===== src/rtl/uart_tx_queue_pkg.sv =====
// rtl/uart_tx_queue_pkg.sv - shared types and constants for the UART transmit queue
package uart_tx_queue_pkg;

  localparam int UART_TXQ_DEPTH = 8;

  typedef enum logic [1:0] {
    TXQ_IDLE_S        = 2'd0,
    TXQ_SEND_S        = 2'd1,
    TXQ_WAIT_ACCEPT_S = 2'd2,
    TXQ_WAIT_DONE_S   = 2'd3
  } txq_state_e;

endpackage


===== src/rtl/uart_tx_queue_if.sv =====
// rtl/uart_tx_queue_if.sv - CSR/transmitter-facing signal bundle of the transmit queue
interface uart_tx_queue_if #(
  parameter int DATA_W = 8,
  parameter int DEPTH  = 8
);
  localparam int CNT_W = $clog2(DEPTH) + 1;

  logic              wr_en;
  logic [DATA_W-1:0] wr_data;
  logic              flush;
  logic              clr_overflow;
  logic              tx_enable;
  logic              tx_data_ready;
  logic              data_sent;
  logic [DATA_W-1:0] tx_data;
  logic              send_data;
  logic              full;
  logic              empty;
  logic [CNT_W-1:0]  count;
  logic              overflow;
  logic              byte_done;
  logic              busy;

  modport slave (
    input  wr_en, wr_data, flush, clr_overflow, tx_enable, tx_data_ready, data_sent,
    output tx_data, send_data, full, empty, count, overflow, byte_done, busy
  );

  modport master (
    output wr_en, wr_data, flush, clr_overflow, tx_enable, tx_data_ready, data_sent,
    input  tx_data, send_data, full, empty, count, overflow, byte_done, busy
  );

endinterface


===== src/rtl/uart_tx_queue_sync_fifo.sv =====
// rtl/uart_tx_queue_sync_fifo.sv - circular-buffer byte FIFO with explicit occupancy count
module uart_sync_fifo #(
  parameter int DATA_W = 8,
  parameter int DEPTH  = 8,
  localparam int PTR_W = $clog2(DEPTH),
  localparam int CNT_W = PTR_W + 1
) (
  input  logic              clk,
  input  logic              rst_n,
  input  logic              push_i,
  input  logic              pop_i,
  input  logic              flush_i,
  input  logic [DATA_W-1:0] wdata_i,
  output logic [DATA_W-1:0] rdata_o,
  output logic [CNT_W-1:0]  count_o,
  output logic              full_o,
  output logic              empty_o,
  output logic              drop_o
);

  logic [DATA_W-1:0] mem_q [DEPTH];
  logic [PTR_W-1:0]  wptr_q, wptr_d;
  logic [PTR_W-1:0]  rptr_q, rptr_d;
  logic [CNT_W-1:0]  count_q, count_d;
  logic              full, empty;
  logic              push_ok, pop_ok;

  assign full  = (count_q == CNT_W'(DEPTH));
  assign empty = (count_q == '0);

  // A full queue drops the write even when a pop frees a slot this cycle.
  assign push_ok = push_i && !full && !flush_i;
  assign pop_ok  = pop_i && !empty && !flush_i;
  assign drop_o  = push_i && full && !flush_i;

  always_comb begin
    wptr_d  = wptr_q;
    rptr_d  = rptr_q;
    count_d = count_q;
    if (flush_i) begin
      wptr_d  = '0;
      rptr_d  = '0;
      count_d = '0;
    end else begin
      if (push_ok) wptr_d = wptr_q + PTR_W'(1);
      if (pop_ok)  rptr_d = rptr_q + PTR_W'(1);
      case ({push_ok, pop_ok})
        2'b10:   count_d = count_q + CNT_W'(1);
        2'b01:   count_d = count_q - CNT_W'(1);
        default: count_d = count_q;
      endcase
    end
  end

  always_ff @(posedge clk or negedge rst_n) begin
    if (!rst_n) begin
      wptr_q  <= '0;
      rptr_q  <= '0;
      count_q <= '0;
    end else begin
      wptr_q  <= wptr_d;
      rptr_q  <= rptr_d;
      count_q <= count_d;
    end
  end

  always_ff @(posedge clk) begin
    if (push_ok) mem_q[wptr_q] <= wdata_i;
  end

  assign rdata_o = mem_q[rptr_q];
  assign count_o = count_q;
  assign full_o  = full;
  assign empty_o = empty;

endmodule


===== src/rtl/uart_tx_queue.sv =====
// rtl/uart_tx_queue.sv - byte queue and launch controller in front of the UART transmit FSM
module uart_tx_queue
  import uart_tx_queue_pkg::*;
#(
  parameter int DATA_W = 8,
  parameter int DEPTH  = UART_TXQ_DEPTH
) (
  input  logic            clk,
  input  logic            rst_n,
  uart_tx_queue_if.slave  bus
);

  localparam int CNT_W = $clog2(DEPTH) + 1;

  localparam logic [1:0] ST_IDLE        = 2'(TXQ_IDLE_S);
  localparam logic [1:0] ST_SEND        = 2'(TXQ_SEND_S);
  localparam logic [1:0] ST_WAIT_ACCEPT = 2'(TXQ_WAIT_ACCEPT_S);
  localparam logic [1:0] ST_WAIT_DONE   = 2'(TXQ_WAIT_DONE_S);

  logic [1:0]        state_q, state_d;
  logic [DATA_W-1:0] tx_data_q, tx_data_d;
  logic              overflow_q, overflow_d;
  logic              data_sent_q;
  logic              byte_done_q;

  logic [DATA_W-1:0] fifo_rdata;
  logic [CNT_W-1:0]  fifo_count;
  logic              fifo_full, fifo_empty, fifo_drop;
  logic              launch;

  uart_sync_fifo #(
    .DATA_W (DATA_W),
    .DEPTH  (DEPTH)
  ) u_fifo (
    .clk     (clk),
    .rst_n   (rst_n),
    .push_i  (bus.wr_en),
    .pop_i   (launch),
    .flush_i (bus.flush),
    .wdata_i (bus.wr_data),
    .rdata_o (fifo_rdata),
    .count_o (fifo_count),
    .full_o  (fifo_full),
    .empty_o (fifo_empty),
    .drop_o  (fifo_drop)
  );

  // tx_enable gates only new launches; a frame already under way runs to completion.
  assign launch = (state_q == ST_IDLE) && !fifo_empty && bus.tx_enable
                  && bus.tx_data_ready && !bus.flush;

  always_comb begin
    state_d   = state_q;
    tx_data_d = tx_data_q;
    case (state_q)
      ST_IDLE: begin
        if (launch) begin
          tx_data_d = fifo_rdata;
          state_d   = ST_SEND;
        end
      end
      ST_SEND:        state_d = ST_WAIT_ACCEPT;
      ST_WAIT_ACCEPT: if (!bus.tx_data_ready) state_d = ST_WAIT_DONE;
      ST_WAIT_DONE:   if (bus.tx_data_ready) state_d = ST_IDLE;
      default:        state_d = ST_IDLE;
    endcase
  end

  // A drop in the same cycle as clr_overflow keeps the flag set.
  always_comb begin
    overflow_d = overflow_q;
    if (fifo_drop)             overflow_d = 1'b1;
    else if (bus.clr_overflow) overflow_d = 1'b0;
  end

  always_ff @(posedge clk or negedge rst_n) begin
    if (!rst_n) begin
      state_q     <= ST_IDLE;
      tx_data_q   <= '0;
      overflow_q  <= 1'b0;
      data_sent_q <= 1'b0;
      byte_done_q <= 1'b0;
    end else begin
      state_q     <= state_d;
      tx_data_q   <= tx_data_d;
      overflow_q  <= overflow_d;
      data_sent_q <= bus.data_sent;
      byte_done_q <= bus.data_sent && !data_sent_q;
    end
  end

  assign bus.tx_data   = tx_data_q;
  assign bus.send_data = (state_q == ST_SEND);
  assign bus.busy      = (state_q != ST_IDLE);
  assign bus.full      = fifo_full;
  assign bus.empty     = fifo_empty;
  assign bus.count     = fifo_count;
  assign bus.overflow  = overflow_q;
  assign bus.byte_done = byte_done_q;

endmodule

===== src/flat_wrapper.sv =====
// flat-port wrapper written by rule: the top's interface ports become plain ports
module uart_tx_queue_flat import uart_tx_queue_pkg::*;
#(
  parameter int DATA_W = 8,
  parameter int DEPTH  = UART_TXQ_DEPTH
)
  (clk, rst_n, bus_wr_en, bus_wr_data, bus_flush, bus_clr_overflow, bus_tx_enable, bus_tx_data_ready, bus_data_sent, bus_tx_data, bus_send_data, bus_full, bus_empty, bus_count, bus_overflow, bus_byte_done, bus_busy);
  uart_tx_queue_if #(.DATA_W(DATA_W), .DEPTH(DEPTH)) bus_i ();
  input  logic clk;
  input  logic rst_n;
  input wire logic [$bits(bus_i.wr_en)-1:0] bus_wr_en;
  input wire logic [$bits(bus_i.wr_data)-1:0] bus_wr_data;
  input wire logic [$bits(bus_i.flush)-1:0] bus_flush;
  input wire logic [$bits(bus_i.clr_overflow)-1:0] bus_clr_overflow;
  input wire logic [$bits(bus_i.tx_enable)-1:0] bus_tx_enable;
  input wire logic [$bits(bus_i.tx_data_ready)-1:0] bus_tx_data_ready;
  input wire logic [$bits(bus_i.data_sent)-1:0] bus_data_sent;
  output wire logic [$bits(bus_i.tx_data)-1:0] bus_tx_data;
  output wire logic [$bits(bus_i.send_data)-1:0] bus_send_data;
  output wire logic [$bits(bus_i.full)-1:0] bus_full;
  output wire logic [$bits(bus_i.empty)-1:0] bus_empty;
  output wire logic [$bits(bus_i.count)-1:0] bus_count;
  output wire logic [$bits(bus_i.overflow)-1:0] bus_overflow;
  output wire logic [$bits(bus_i.byte_done)-1:0] bus_byte_done;
  output wire logic [$bits(bus_i.busy)-1:0] bus_busy;
  assign bus_i.wr_en = bus_wr_en;
  assign bus_i.wr_data = bus_wr_data;
  assign bus_i.flush = bus_flush;
  assign bus_i.clr_overflow = bus_clr_overflow;
  assign bus_i.tx_enable = bus_tx_enable;
  assign bus_i.tx_data_ready = bus_tx_data_ready;
  assign bus_i.data_sent = bus_data_sent;
  assign bus_tx_data = bus_i.tx_data;
  assign bus_send_data = bus_i.send_data;
  assign bus_full = bus_i.full;
  assign bus_empty = bus_i.empty;
  assign bus_count = bus_i.count;
  assign bus_overflow = bus_i.overflow;
  assign bus_byte_done = bus_i.byte_done;
  assign bus_busy = bus_i.busy;
  uart_tx_queue #(.DATA_W(DATA_W), .DEPTH(DEPTH)) u_core (.clk(clk), .rst_n(rst_n), .bus(bus_i));
endmodule

===== config.mk =====
export PLATFORM = sky130hd
export DESIGN_NAME = uart_tx_queue_flat
export DESIGN_NICKNAME = d
export VERILOG_FILES = /design/src/rtl/uart_tx_queue_pkg.sv /design/src/rtl/uart_tx_queue_if.sv /design/src/rtl/uart_tx_queue_sync_fifo.sv /design/src/rtl/uart_tx_queue.sv /design/src/flat_wrapper.sv
export SDC_FILE = /design/constraint.sdc
export NUM_CORES = 1
export LEC_CHECK = 0
export ABC_CLOCK_PERIOD_IN_PS = 2500
export CORE_ASPECT_RATIO = 0.7
export CORE_MARGIN = 4
export CORE_UTILIZATION = 51
export CTS_CLUSTER_DIAMETER = 120
export DETAILED_ROUTE_END_ITERATION = 8
export GPL_TIMING_DRIVEN = 0
export PLACE_DENSITY = 0.83
export SKIP_LAST_GASP = 1
export SLEW_MARGIN = 15
export SYNTH_ARGS = -nofsm -noshare
export SYNTH_HDL_FRONTEND = slang
export SYNTH_SLANG_ARGS = --single-unit

===== constraint.sdc =====
create_clock -name clk -period 2.5 [get_ports clk]
set_input_delay 0.75 -clock clk [delete_from_list [all_inputs] [get_ports clk]]
set_output_delay 0.75 -clock clk [all_outputs]
set_load 0.01 [all_outputs]

==> results.tsv <==
stage	metric	value	unit
run_status	run status	finished with violations	
run_status	failing checks	negative setup slack	
placement	gp weighted congestion	0.8065	
clocking	hold-fix buffers at CTS	0	
floorplanning	full die area	8652	um^2
clocking	H-tree depth	3	
worst_setup_path	CP startpoint kind	primary input	
global_routing	largest net degree at the start of global routing	24	
final_layout	utilization after layout	67.20	%
floorplanning	die height	79.03	um
power	Total Power	0.003467	W
synth	Syn Area/Cell	16.19	um^2
detailed_routing	Wirelength per Cell	20.30	um
worst_setup_path	R2R Path Start	u_core.state_q[0]$_DFFE_PN0P_	
power	leak pwr	1.666	nW
timing	achievable clock frequency	393.1	MHz
global_routing	vias in the first global route	2217	
final_layout	synth-to-layout area growth	25.80	%
detailed_routing	drt total wl	7939	um
worst_setup_path	Worst EP arrival	2.79	ns
placement	Placement Cell Area	4150	um^2
final_layout	Nets	318	
synth	Synth area leader	edfxtp_1	
final_layout	layout cells sized above 1	30.98	%
timing	Setup-failing EPs final	9	
timing	RSZ-0062 raised after global routing	true	
synth	area share of the largest cell type after synthesis	52.28	%
clocking	Clock Latency Late Sink	0.37	ns
synth	Synth async-reset ratio	26.44	%
timing	endpoints failing hold	0	
floorplanning	Die X	109.5	um
final_layout	final instance area	4624	um^2
global_routing	GRT Overall Usage	19.80	%
clocking	Clock Tree Root	clkbuf_8	
synth	number of synthesized flops with an enable pin	64	
synth	Synth Instances	227	
timing	fin crit share	101.7	%
worst_setup_path	CP Max Fanout	4	
worst_setup_path	critical path class	in -> reg	
job	max_cap viols	0	
clocking	TritonCTS clock tree	yes	
timing	Final WS setup	-0.04357	ns
timing	relative slew slack	48.84	%
timing	WHS	0.3708	ns
detailed_routing	First DRT Iteration DRCs	138	
detailed_routing	vias per inst	5.598	
clocking	Num CTS Buffers	9	
floorplanning	row count	25	
floorplanning	starting density of the core	53.42	%
floorplanning	core area	6882	um^2
final_layout	commonest non-fill, non-tap cell in the layout	edfxtp_1	
final_layout	FILL cells	470	
worst_setup_path	FF-to-FF setup slack	0.03	ns
power	maximum VDD drop	0.0004952	V
timing	clock skew	0.01770	ns
synth	Synth Net Count	253	
worst_setup_path	worst r2r path cells	12	
hold_path	Hold Crit Class	in -> async	
synth	post-synthesis sequential area ratio	67.94	%
clocking	Max clock buf depth	2	
synth	synth warn	0	
synth	Synth Flop Type	edfxtp_1	
synth	top cells by area, synth	edfxtp_1 (52%), dfrtp_1 (16%), mux4_2 (9.8%), mux2i_1 (3.3%), ha_1 (3.1%)	
worst_setup_path	nature of the critical path endpoint	register	
worst_setup_path	worst reg2reg path endpoint	u_core.u_fifo.count_o[3]$_DFFE_PN0P_	
detailed_routing	via count	2189	
timing	Worst Tran Pin Value	0.7674	ns
timing	Max Slew Vio Count	0	
floorplanning	Ports	34	
placement	worst slack at placement	-0.8095	ns
placement	dpl hpwl	4773	um
final_layout	most frequent cells in the layout	edfxtp_1 (64), clkdlybuf4s50_1 (27), buf_4 (24), dfrtp_1 (19), nand2_1 (17)	
global_routing	initial antenna violation count	0	
final_layout	Ant. Diodes	0	
detailed_routing	Routed Antenna Nets	0	
synth	Distinct cells, synth	41	
clocking	CTS Sinks	87	
global_routing	grt total ovfl	0	
detailed_routing	DRC Markers	0	
global_routing	first-pass GRT wire length	12210	um
worst_setup_path	Critical Path RT	2.75	ns
power	PD cells	749.7	nW/um^2
synth	#FFs+latches synth	87	
clocking	clock-pin slew on the worst setup and hold paths	0.10	ns
synth	Synth Cell Area	3676	um^2
timing	min cycle time layout	2.544	ns
placement	PortBufs	32	
detailed_routing	Pre-antenna DRT Iters	4	
cells by family after synthesis:
kind of cell	Yosys count	share of synthesized area, %
flops	87	67.94
simple gates	56	7.488
mux	30	13.99
compound gates	22	3.710
buf+inv	18	2.314
fa+ha+maj	10	3.608
xor+xnor	4	0.9532
layout make-up:
class,instances,area [um^2],share of cell area (%)
Timing Repair Buffer,55,484.2,10.47
Clock inverter,7,100.1,2.164
Clock buffer,9,123.9,2.679
Inverter,9,40.04,0.8658
Sequential cell,87,2502,54.11
Tap cell,94,117.6,2.543
Buffer,8,47.55,1.028
Multi-Input combinational cell,122,1209,26.14
worst max path at each step:
stage,startpoint,to
3_5_place_dp,bus_tx_data_ready,u_core.u_fifo.count_o[3]$_DFFE_PN0P_
6_report,bus_tx_enable,u_core.u_fifo.count_o[3]$_DFFE_PN0P_
2_1_floorplan,bus_flush,u_core.u_fifo.count_o[3]$_DFFE_PN0P_
4_1_cts,bus_flush,u_core.u_fifo.mem_q[4][7]$_DFFE_PP_
3_3_place_gp,bus_flush,u_core.u_fifo.mem_q[0][0]$_DFFE_PP_
5_1_grt,bus_flush,u_core.u_fifo.count_o[3]$_DFFE_PN0P_
registers in the layout, indices dropped and copies added, names as in the netlist:
signal / cells
u_core.bus.tx_data: 8
u_core.u_fifo.mem_q: 64
u_core.bus.byte_done: 1
u_core.bus.overflow: 1
u_core.data_sent_q: 1
u_core.u_fifo.rptr_q: 3
u_core.state_q: 2
u_core.u_fifo.count_o: 4
u_core.u_fifo.wptr_q: 3
synthesized netlist by cell type, drive strengths merged (2+ instances only):
master  number
edfxtp      64
dfrtp       23
nand2       19
mux4        16
nor2        15
mux2i       13
o21ai       13
ha           9
inv          7
nand3        7
buf          6
nor3         4
a21oi        3
clkbuf       3
nand2b       3
xor2         3
a211oi       2
clkinv       2
where the power goes:
part           leakage, nW  switching, W  total [W]  internal (W)
logic                0.676      0.000327   0.000668      0.000340
clock network        0.115      0.000520    0.00110      0.000575
registers            0.875     0.0000580    0.00170       0.00165
metal layers:
metal	routed length [um]	track usage, %	vias to the layer above
met2	3912	30.82	96
met5	0	0	-
met4	181	6.102	0
met1	3287	26.77	1082
met3	558	6.418	20
li1	-	-	991
what timing repair did:
item                       CTS  global route
gates cloned                 0             0
gates resized for setup     13            21
setup endpoints to repair   70            69
pin swaps                    3             8
setup buffers               13            10
worst max-delay path, stage by stage:
cell             delay (ns)
clkdlybuf4s50_1        0.47
and4b_1                0.21
buf_6                  0.13
nand2_8                0.06
nor2_4                 0.17
ha_4                   0.24
a21oi_4                0.18
buf_4                  0.15
nand2_2                0.08
mux2i_1                0.22
a31oi_1                0.12
metrics by stage:
stage | TNS (ns) | std cells
floorplan | 0 | 227
global placement | -43.43 | 353
detailed placement | -43.09 | 353
CTS | -7.911 | 381
global route | -0.7726 | 391
finish | -0.08115 | 391
(Power assumes the default switching activity.)
